### src/rtl/sfx_pkg.sv
// Shared types and default timing for the sound-effect beeper.
// Sound ids are ordered so that a larger encoding means a higher priority.
package sfx_pkg;

    typedef enum logic [1:0] {
        SND_NONE  = 2'd0,
        SND_FLAP  = 2'd1,
        SND_SCORE = 2'd2,
        SND_CRASH = 2'd3
    } sound_e;

    typedef enum logic {
        ST_IDLE = 1'b0,
        ST_PLAY = 1'b1
    } state_e;

    localparam int unsigned DEF_CLK_HZ     = 50_000_000;
    localparam int unsigned DEF_FLAP_HALF  = 25_000;
    localparam int unsigned DEF_FLAP_LEN   = 5_000_000;
    localparam int unsigned DEF_SCORE_HALF = 12_500;
    localparam int unsigned DEF_SCORE_LEN  = 2_500_000;
    localparam int unsigned DEF_CRASH_HALF = 50_000;
    localparam int unsigned DEF_CRASH_LEN  = 25_000_000;

    function automatic int unsigned maxOf3(input int unsigned a, input int unsigned b,
                                           input int unsigned c);
        int unsigned m;
        m = (a > b) ? a : b;
        return (m > c) ? m : c;
    endfunction

    // Bits needed for a counter running 0..n-1, never less than one.
    function automatic int unsigned widthFor(input int unsigned n);
        return (n <= 2) ? 1 : $clog2(n);
    endfunction

endpackage

### src/rtl/sfx_beeper_tone_gen.sv
// Half-period divider producing a square-wave tone bit.
// Exposes the next tone value so the caller can register it without an extra cycle of lag.
module tone_gen #(
    parameter int unsigned W = 8
) (
    input  logic         clk,
    input  logic         rst_n,
    input  logic         restart_i,
    input  logic         run_i,
    input  logic [W-1:0] halfLast_i,
    output logic         toneNext_o
);

    logic [W-1:0] cnt_q, cnt_d;
    logic         tone_q, tone_d;

    // A restart always begins on the high half of the waveform.
    always_comb begin
        cnt_d  = cnt_q;
        tone_d = tone_q;
        if (restart_i) begin
            cnt_d  = '0;
            tone_d = 1'b1;
        end else if (!run_i) begin
            cnt_d  = '0;
            tone_d = 1'b0;
        end else if (cnt_q == halfLast_i) begin
            cnt_d  = '0;
            tone_d = ~tone_q;
        end else begin
            cnt_d  = cnt_q + W'(1);
        end
    end

    always_ff @(posedge clk or negedge rst_n) begin
        if (!rst_n) begin
            cnt_q  <= '0;
            tone_q <= 1'b0;
        end else begin
            cnt_q  <= cnt_d;
            tone_q <= tone_d;
        end
    end

    assign toneNext_o = tone_d;

endmodule

### src/rtl/sfx_beeper.sv
// Prioritised sound-effect player: accepts flap/score/crash events and drives a
// square-wave buzzer plus busy/LED indication for a fixed duration per sound.
module sfx_beeper
    import sfx_pkg::*;
#(
    parameter int unsigned CLK_HZ     = DEF_CLK_HZ,
    parameter int unsigned FLAP_HALF  = DEF_FLAP_HALF,
    parameter int unsigned FLAP_LEN   = DEF_FLAP_LEN,
    parameter int unsigned SCORE_HALF = DEF_SCORE_HALF,
    parameter int unsigned SCORE_LEN  = DEF_SCORE_LEN,
    parameter int unsigned CRASH_HALF = DEF_CRASH_HALF,
    parameter int unsigned CRASH_LEN  = DEF_CRASH_LEN
) (
    input  logic clk,
    input  logic rst_n,
    input  logic flap_pulse,
    input  logic score_pulse,
    input  logic crash_pulse,
    input  logic mute,
    output logic buzzer,
    output logic led_n,
    output logic busy
);

    localparam int unsigned HALF_W = widthFor(maxOf3(FLAP_HALF, SCORE_HALF, CRASH_HALF));
    localparam int unsigned LEN_W  = widthFor(maxOf3(FLAP_LEN, SCORE_LEN, CRASH_LEN));

    // CLK_HZ documents the intended clock; no timing is derived from it.
    if (CLK_HZ == 0) begin : g_clkHzUnset
    end

    state_e             state_q;
    sound_e             id_q;
    sound_e             reqId;
    logic [LEN_W-1:0]   dur_q;
    logic               busy_q, ledN_q, buzzer_q;
    logic [HALF_W-1:0]  halfLast;
    logic [LEN_W-1:0]   lenLast;
    logic               accept, expire, playNext, toneNext;

    always_comb begin
        reqId = SND_NONE;
        if (crash_pulse)      reqId = SND_CRASH;
        else if (score_pulse) reqId = SND_SCORE;
        else if (flap_pulse)  reqId = SND_FLAP;
    end

    always_comb begin
        halfLast = '0;
        lenLast  = '0;
        case (id_q)
            SND_FLAP: begin
                halfLast = HALF_W'(FLAP_HALF - 1);
                lenLast  = LEN_W'(FLAP_LEN - 1);
            end
            SND_SCORE: begin
                halfLast = HALF_W'(SCORE_HALF - 1);
                lenLast  = LEN_W'(SCORE_LEN - 1);
            end
            SND_CRASH: begin
                halfLast = HALF_W'(CRASH_HALF - 1);
                lenLast  = LEN_W'(CRASH_LEN - 1);
            end
            default: begin
                halfLast = '0;
                lenLast  = '0;
            end
        endcase
    end

    // id_q is NONE while idle, so the priority test also admits any pulse in IDLE.
    assign accept   = (reqId != SND_NONE) && (reqId >= id_q);
    assign expire   = (state_q == ST_PLAY) && (dur_q == lenLast);
    assign playNext = accept || ((state_q == ST_PLAY) && !expire);

    tone_gen #(.W(HALF_W)) u_tone (
        .clk        (clk),
        .rst_n      (rst_n),
        .restart_i  (accept),
        .run_i      (playNext),
        .halfLast_i (halfLast),
        .toneNext_o (toneNext)
    );

    always_ff @(posedge clk or negedge rst_n) begin
        if (!rst_n) begin
            state_q  <= ST_IDLE;
            id_q     <= SND_NONE;
            dur_q    <= '0;
            busy_q   <= 1'b0;
            ledN_q   <= 1'b1;
            buzzer_q <= 1'b0;
        end else begin
            buzzer_q <= playNext & toneNext & ~mute;
            if (accept) begin
                state_q <= ST_PLAY;
                id_q    <= reqId;
                dur_q   <= '0;
                busy_q  <= 1'b1;
                ledN_q  <= 1'b0;
            end else if (state_q == ST_PLAY) begin
                if (expire) begin
                    state_q <= ST_IDLE;
                    id_q    <= SND_NONE;
                    dur_q   <= '0;
                    busy_q  <= 1'b0;
                    ledN_q  <= 1'b1;
                end else begin
                    dur_q   <= dur_q + LEN_W'(1);
                end
            end
        end
    end

    assign buzzer = buzzer_q;
    assign led_n  = ledN_q;
    assign busy   = busy_q;

endmodule

### config.mk
export PLATFORM = sky130hd
export DESIGN_NAME = sfx_beeper
export DESIGN_NICKNAME = d
export VERILOG_FILES = /design/src/rtl/sfx_pkg.sv /design/src/rtl/sfx_beeper_tone_gen.sv /design/src/rtl/sfx_beeper.sv
export SDC_FILE = /design/constraint.sdc
export NUM_CORES = 1
export LEC_CHECK = 0
export ABC_AREA = 1
export CAP_MARGIN = 15
export CORE_MARGIN = 10
export CORE_UTILIZATION = 58
export CTS_BUF_LIST = sky130_fd_sc_hd__clkbuf_4 sky130_fd_sc_hd__clkbuf_8
export DETAILED_ROUTE_END_ITERATION = 12
export GPL_TIMING_DRIVEN = 0
export PLACE_DENSITY = 0.78
export SLEW_MARGIN = 20
export SYNTH_ARGS = -nofsm -noshare
export SYNTH_HDL_FRONTEND = slang
export SYNTH_HIERARCHICAL = 1
export SYNTH_SLANG_ARGS = --single-unit
### constraint.sdc
create_clock -name clk -period 2.1 [get_ports clk]
set_input_delay 0.21 -clock clk [delete_from_list [all_inputs] [get_ports clk]]
set_output_delay 0.21 -clock clk [all_outputs]
set_load 0.005 [all_outputs]
# ---- Word level (Yosys, flattened, before mapping)
# Cells that the tools add are included.
dict set report op_classes {
  eq_ne 5
  bitwise 4
  n_lt_le_gt_ge 1
  n_addsub 2
  reduce_logical 9
  muxes 26
}
# cell n
set op_table {}
lappend op_table {{$mux 25} 3}
lappend op_table {{$pmux 25 s3} 1}
lappend op_table {{$mux 16} 3}
lappend op_table {{$pmux 16 s3} 1}
lappend op_table {{$add 25x1->25 const B} 1}
lappend op_table {{$eq 25x25->1} 1}
lappend op_table {{$add 16x1->16 const B} 1}
lappend op_table {{$eq 16x16->1} 1}
lappend op_table {{$mux 1} 13}
lappend op_table {{$mux 2} 5}
lappend op_table {{$reduce_bool 2->1} 3}
lappend op_table {{$eq 2x2->1 const B} 2}
lappend op_table {{$logic_and 1x1->1} 3}
lappend op_table {{$and 1x1->1} 2}
lappend op_table {{$eq 2x1->1 const B} 1}
lappend op_table {{$ge 2x2->1} 1}
lappend op_table {{$not 1->1} 2}
lappend op_table {{$reduce_and 2->1} 1}
lappend op_table {{$logic_not 1->1} 1}
lappend op_table {{$logic_or 1x1->1} 1}
dict set report totals {
  out_inout_bits 3
  wordCells 55
  register_bits 48
}

# ---- Longest topological paths before layout
dict set report depth {
  ltp_word 11
  ltp_mapped 17
  ltp_nobuf 17
}

# ---- Modules after synthesis
# The synthesis kept the hierarchy.
# module n_inst cells_per_inst area_each_um2 seq_area_each_um2
set modules_own_cells {}
lappend modules_own_cells {sfx_beeper 1 323 2247.2 777.0}
lappend modules_own_cells {tone_gen 1 179 1212.4 425.4}

# ---- Least setup slack after synthesis
# No wires, ideal clock.
dict set report synth_timing {
  path_kind {reg-to-reg}
  start {register id_q[0]}
  end {register u_tone.cnt_q[2]}
  setup_time_ps 120
  path_stages_with_launch 14
  synth_period_minus_slack_ps 2129
  slack_ps -29
  path_buffers 1
  t_arrival_ps 2009
  cell_sequence {dfrtp_1 inv_2 ha_1 xnor2_1 nand2_1 nor2_1 nand2_1 nor2_2 nand2_1 nand2_1 nand2_1 nand3_4 buf_8 nor2_1}
}
# element line
set synth_lines {}
lappend synth_lines {{start: declaration} sfx_beeper.sv:33} ;# sound_e id_q;
lappend synth_lines {{start signal: assignment} sfx_beeper.sv:97} ;# id_q <= reqId;
lappend synth_lines {{$eq 2x2->1 / $eq 2x1->1 (equally long branches)} sfx_beeper.sv:51} ;# case (id_q)
lappend synth_lines {{$pmux 16 s3 *} sfx_beeper.sv:51}
lappend synth_lines {{net halfLast[13]} sfx_beeper.sv:37} ;# logic [HALF_W-1:0] halfLast;
lappend synth_lines {{$eq 16x16->1 *} sfx_beeper_tone_gen.sv:27} ;# end else if (cnt_q == halfLast_i) begin
lappend synth_lines {{$mux 16 *} sfx_beeper_tone_gen.sv:27}
lappend synth_lines {{$mux 16 *} sfx_beeper_tone_gen.sv:24} ;# end else if (!run_i) begin
lappend synth_lines {{$mux 16 *} sfx_beeper_tone_gen.sv:21} ;# if (restart_i) begin
lappend synth_lines {{net u_tone.cnt_d[2]} sfx_beeper_tone_gen.sv:14} ;# logic [W-1:0] cnt_q, cnt_d;
lappend synth_lines {{end signal: assignment} sfx_beeper_tone_gen.sv:40} ;# cnt_q <= cnt_d;
lappend synth_lines {{end: declaration} sfx_beeper_tone_gen.sv:14}
# Mark *: on every way through the listed nets, which the timed path passes. The rest lies on a longest branch.
# A chain may end at the register's enable or synchronous reset.

# ---- Final worst setup path
dict set report layout_timing {
  start {register id_q[0]}
  end {register u_tone.cnt_q[4]}
}
# The elaborated chain is that of the path after synthesis.

==> summary.txt <==
Synth
  – Synth Area in Simple Gates: 42.1%
  – Synth cell types: 34
  – Synth Area in Compound Gates: 2.24%
  – Share of the yosys chip area belonging to registers: 34.8%
  – Mapped Cells: 502
  – Register bit total from synthesis: 48
  – Combinational family with the most area after synthesis: simple AND/OR/NAND/NOR gates
  – Mapped Avg Cell Area: 6.89 um^2
  – Warnings from Yosys: 6
  – Synth Area in Adders: 2.89%
  – Post-synthesis mux area share: 0%
  – Cell area after synthesis: 3460 um^2
  – Xor and xnor area share after synthesis: 7.59%

Power
  – Pwr Total: 4.09 mW
  – Comb power frac: 58.0%
  – Switching portion of total power: 42.1%
  – Register share of total power: 27.0%
  – Worst vdd ir: 759 uV
  – Cell Pwr Density: 949 nW/um^2
  – P_int: 2.37 mW
  – LEAKAGE: 2.02 nW
  – Clock power frac: 15.0%
  – P_sw: 1.72 mW

Floorplanning
  – Core Region: 5850 um^2
  – Die height: 97.2 um
  – Die area: 9450 um^2
  – Initial Util: 59.1%
  – Ports: 9
  – Site row count: 28
  – DIE WIDTH: 97.2 um

Global route
  – Initial antenna violation count: 0
  – Pin count of the biggest net entering global routing: 30
  – Gr usage total: 18.0%
  – Global route overflow: 0
  – Number of global-route vias before repair: 3250
  – Global-route wire length before repair: 14.7 mm

Timing
  – Final hold violations: 0
  – Final Max Slew Viols: 0
  – RSZ-0062 raised after global routing: true
  – Final min period: 2.21 ns
  – Final setup violation count: 30
  – Post-Route Skew: 0.00975 ns
  – Worst hold slack: 0.379 ns
  – Worst setup margin: -0.106 ns
  – Fmax: 0.453 GHz
  – Tcrit/Tclk final: 105%

Route
  – 1st-pass router iterations: 5
  – Routed WL: 9.34 mm
  – Via density: 5.41
  – Vias: 3401
  – Routed len/inst: 14.9 um
  – Initial DRC Count: 236
  – DRC violations left: 0
  – Detail Route Antenna Nets: 0

Outcome
  – Outcome: complete, but fails checks
  – Violated checks: negative setup slack

Layout
  – Antenna cells: 0
  – Synthesis-to-layout area growth: 24.6%
  – Final net count: 567
  – Non-Filler Instances: 629
  – Design Area, Final: 4310 um^2
  – Share of layout cells above drive strength 1: 23.5%
  – Most frequent cells in the layout: 139 x nand2_1, 70 x inv_1, 63 x nor2_1, 45 x dfrtp_1, 29 x nand3_1
  – Commonest non-fill, non-tap cell in the layout: nand2_1
  – FILL cells: 428
  – Post-layout util: 73.7%

Placed design
  – Post-DP HPWL: 6.04 mm
  – Port Buffers: 8
  – Area after DPL: 3660 um^2
  – Global placement routability congestion: 0.951
  – Placed Instances: 589

Worst hold path
  – Min-delay worst type: in2async

CTS
  – TritonCTS clock tree: built
  – Clock-pin slew on the worst setup and hold paths: 0.10 ns
  – Total CTS buffers: 5
  – CTS Sinks: 48
  – Clk buf depth: 2
  – H-tree Lvls: 2
  – Clk_lat worst skew: 0.32 ns
  – Root Buffer: clkbuf_8

Critical path
  – Critical path arrival: 2.41 ns
  – CP Class: reg2reg
  – Worst setup EP type: flip-flop
  – Worst Path Required: 2.30 ns
  – Type of origin of the critical path: flip-flop
  – Worst-path fanout max: 5

Flow run
  – Max-cap violations: 0
-- synth_stat cells (all sizes together) --
master,count,share of area [%]
nor3,11,2.1
xor2,25,6.3
ha,8,2.9
nor2,90,12
conb,1,0.11
a21oi,3,0.43
nand2,159,18
nand3,35,6.2
nand3b,2,0.43
or2,2,0.36
buf,7,1.9
xnor2,5,1.3
dfstp,1,0.76
inv,77,8.4
o21ai,11,1.6
nor4,2,0.54
clkbuf,1,0.11
nand4,14,2.5
dfrtp,47,34
o31ai,1,0.22
-- critical path: stages (launching register included) --
cell and delay [ns]:
dfrtp_2 0.49, ha_4 0.21, buf_6 0.12, o21ai_2 0.17
inv_2 0.08, o21ai_0 0.09, nand2_1 0.12, nor2_4 0.18
nand2_4 0.08, nand2_4 0.07, nand2_4 0.07, nand3_4 0.12
buf_6 0.12, buf_8 0.10, nor2_1 0.04
-- state kept, by name, indices dropped and copies added (netlist names) --
| register | cells |
|---|---|
| busy | 1 |
| u_tone/cnt_q | 16 |
| led_n | 1 |
| id_q | 2 |
| dur_q | 25 |
| buzzer | 1 |
| state_q | 1 |
| u_tone/tone_q | 1 |
-- area by class of cell --
class                   instances  area, um^2  share of cell area (%)
repair buffers                 41         414                    9.61
multi-input cells             372        2130                    49.3
flip-flops and latches         48        1200                    28.0
well taps                      75        93.8                    2.18
clock inverters                 2        13.8                   0.319
clock buffers                   6        82.6                    1.92
plain buffers                   8        78.8                    1.83
inverters                      77         297                    6.88
-- per-layer routing --
| layer | up-vias | GRT usage (%) | wire (um) |
|---|---|---|---|
| li1 | 1629 | - | - |
| met1 | 1574 | 21.1 | 3670 |
| met2 | 148 | 31.2 | 4730 |
| met3 | 50 | 2.92 | 482 |
| met4 | 0 | 8.39 | 456 |
| met5 | - | 0 | 0 |
-- per-stage QoR --
step                setup TNS [ns]  setup WS [ns]
floorplan                        0         0.0230
global placement            -41.54         -0.760
detailed placement          -16.16         -0.612
CTS                      -0.000972      -0.000972
global route                 -9.62         -0.306
finish                       -1.89         -0.106
-- power by group through the flow --
| stage | sequential, mW | combinational, mW | clock, mW |
|---|---|---|---|
| floorplan | 1.08 | 1.12 | 0 |
| global placement | 1.10 | 1.39 | 0 |
| detailed placement | 1.11 | 1.43 | 0 |
| CTS | 1.10 | 1.97 | 0.618 |
| global route | 1.11 | 2.59 | 0.644 |
| finish | 1.10 | 2.37 | 0.616 |
-- cell families after synthesis --
kind of cell | after synthesis
adders and majority gates | 8
DFF | 48
AOI/OAI and AO/OA | 15
other | 1
xor gates and xnor gates | 30
and+or+nand+nor | 315
buffers and inverters | 85
-- final timing paths --
path	startpoint	endpoint	slack, ns	depth (start not counted)
max	id_q[0]$_DFFE_PN0P_	u_tone/cnt_q[4]$_DFF_PN0_	-0.11	14
max reg2reg	id_q[0]$_DFFE_PN0P_	u_tone/cnt_q[4]$_DFF_PN0_	-0.11	14
min reg2reg	led_n$_DFFE_PN1P_	led_n$_DFFE_PN1P_	0.47	2
min in group clk	led_n$_DFFE_PN1P_	led_n$_DFFE_PN1P_	0.47	2
max in group asynchronous	rst_n	led_n$_DFFE_PN1P_	1.13	3
min	rst_n	dur_q[24]$_DFFE_PN0P_	0.38	2
-- what timing repair did --
item / CTS / global route
hold endpoints to repair: 19 / 0
endpoints found under the setup margin: 34 / 37
setup buffers: 15 / 15
cloned: 1 / 1
pin swaps: 9 / 27
hold buffers: 1 / 0
gates resized for setup: 26 / 44
Power figures use the tool's default switching activity.
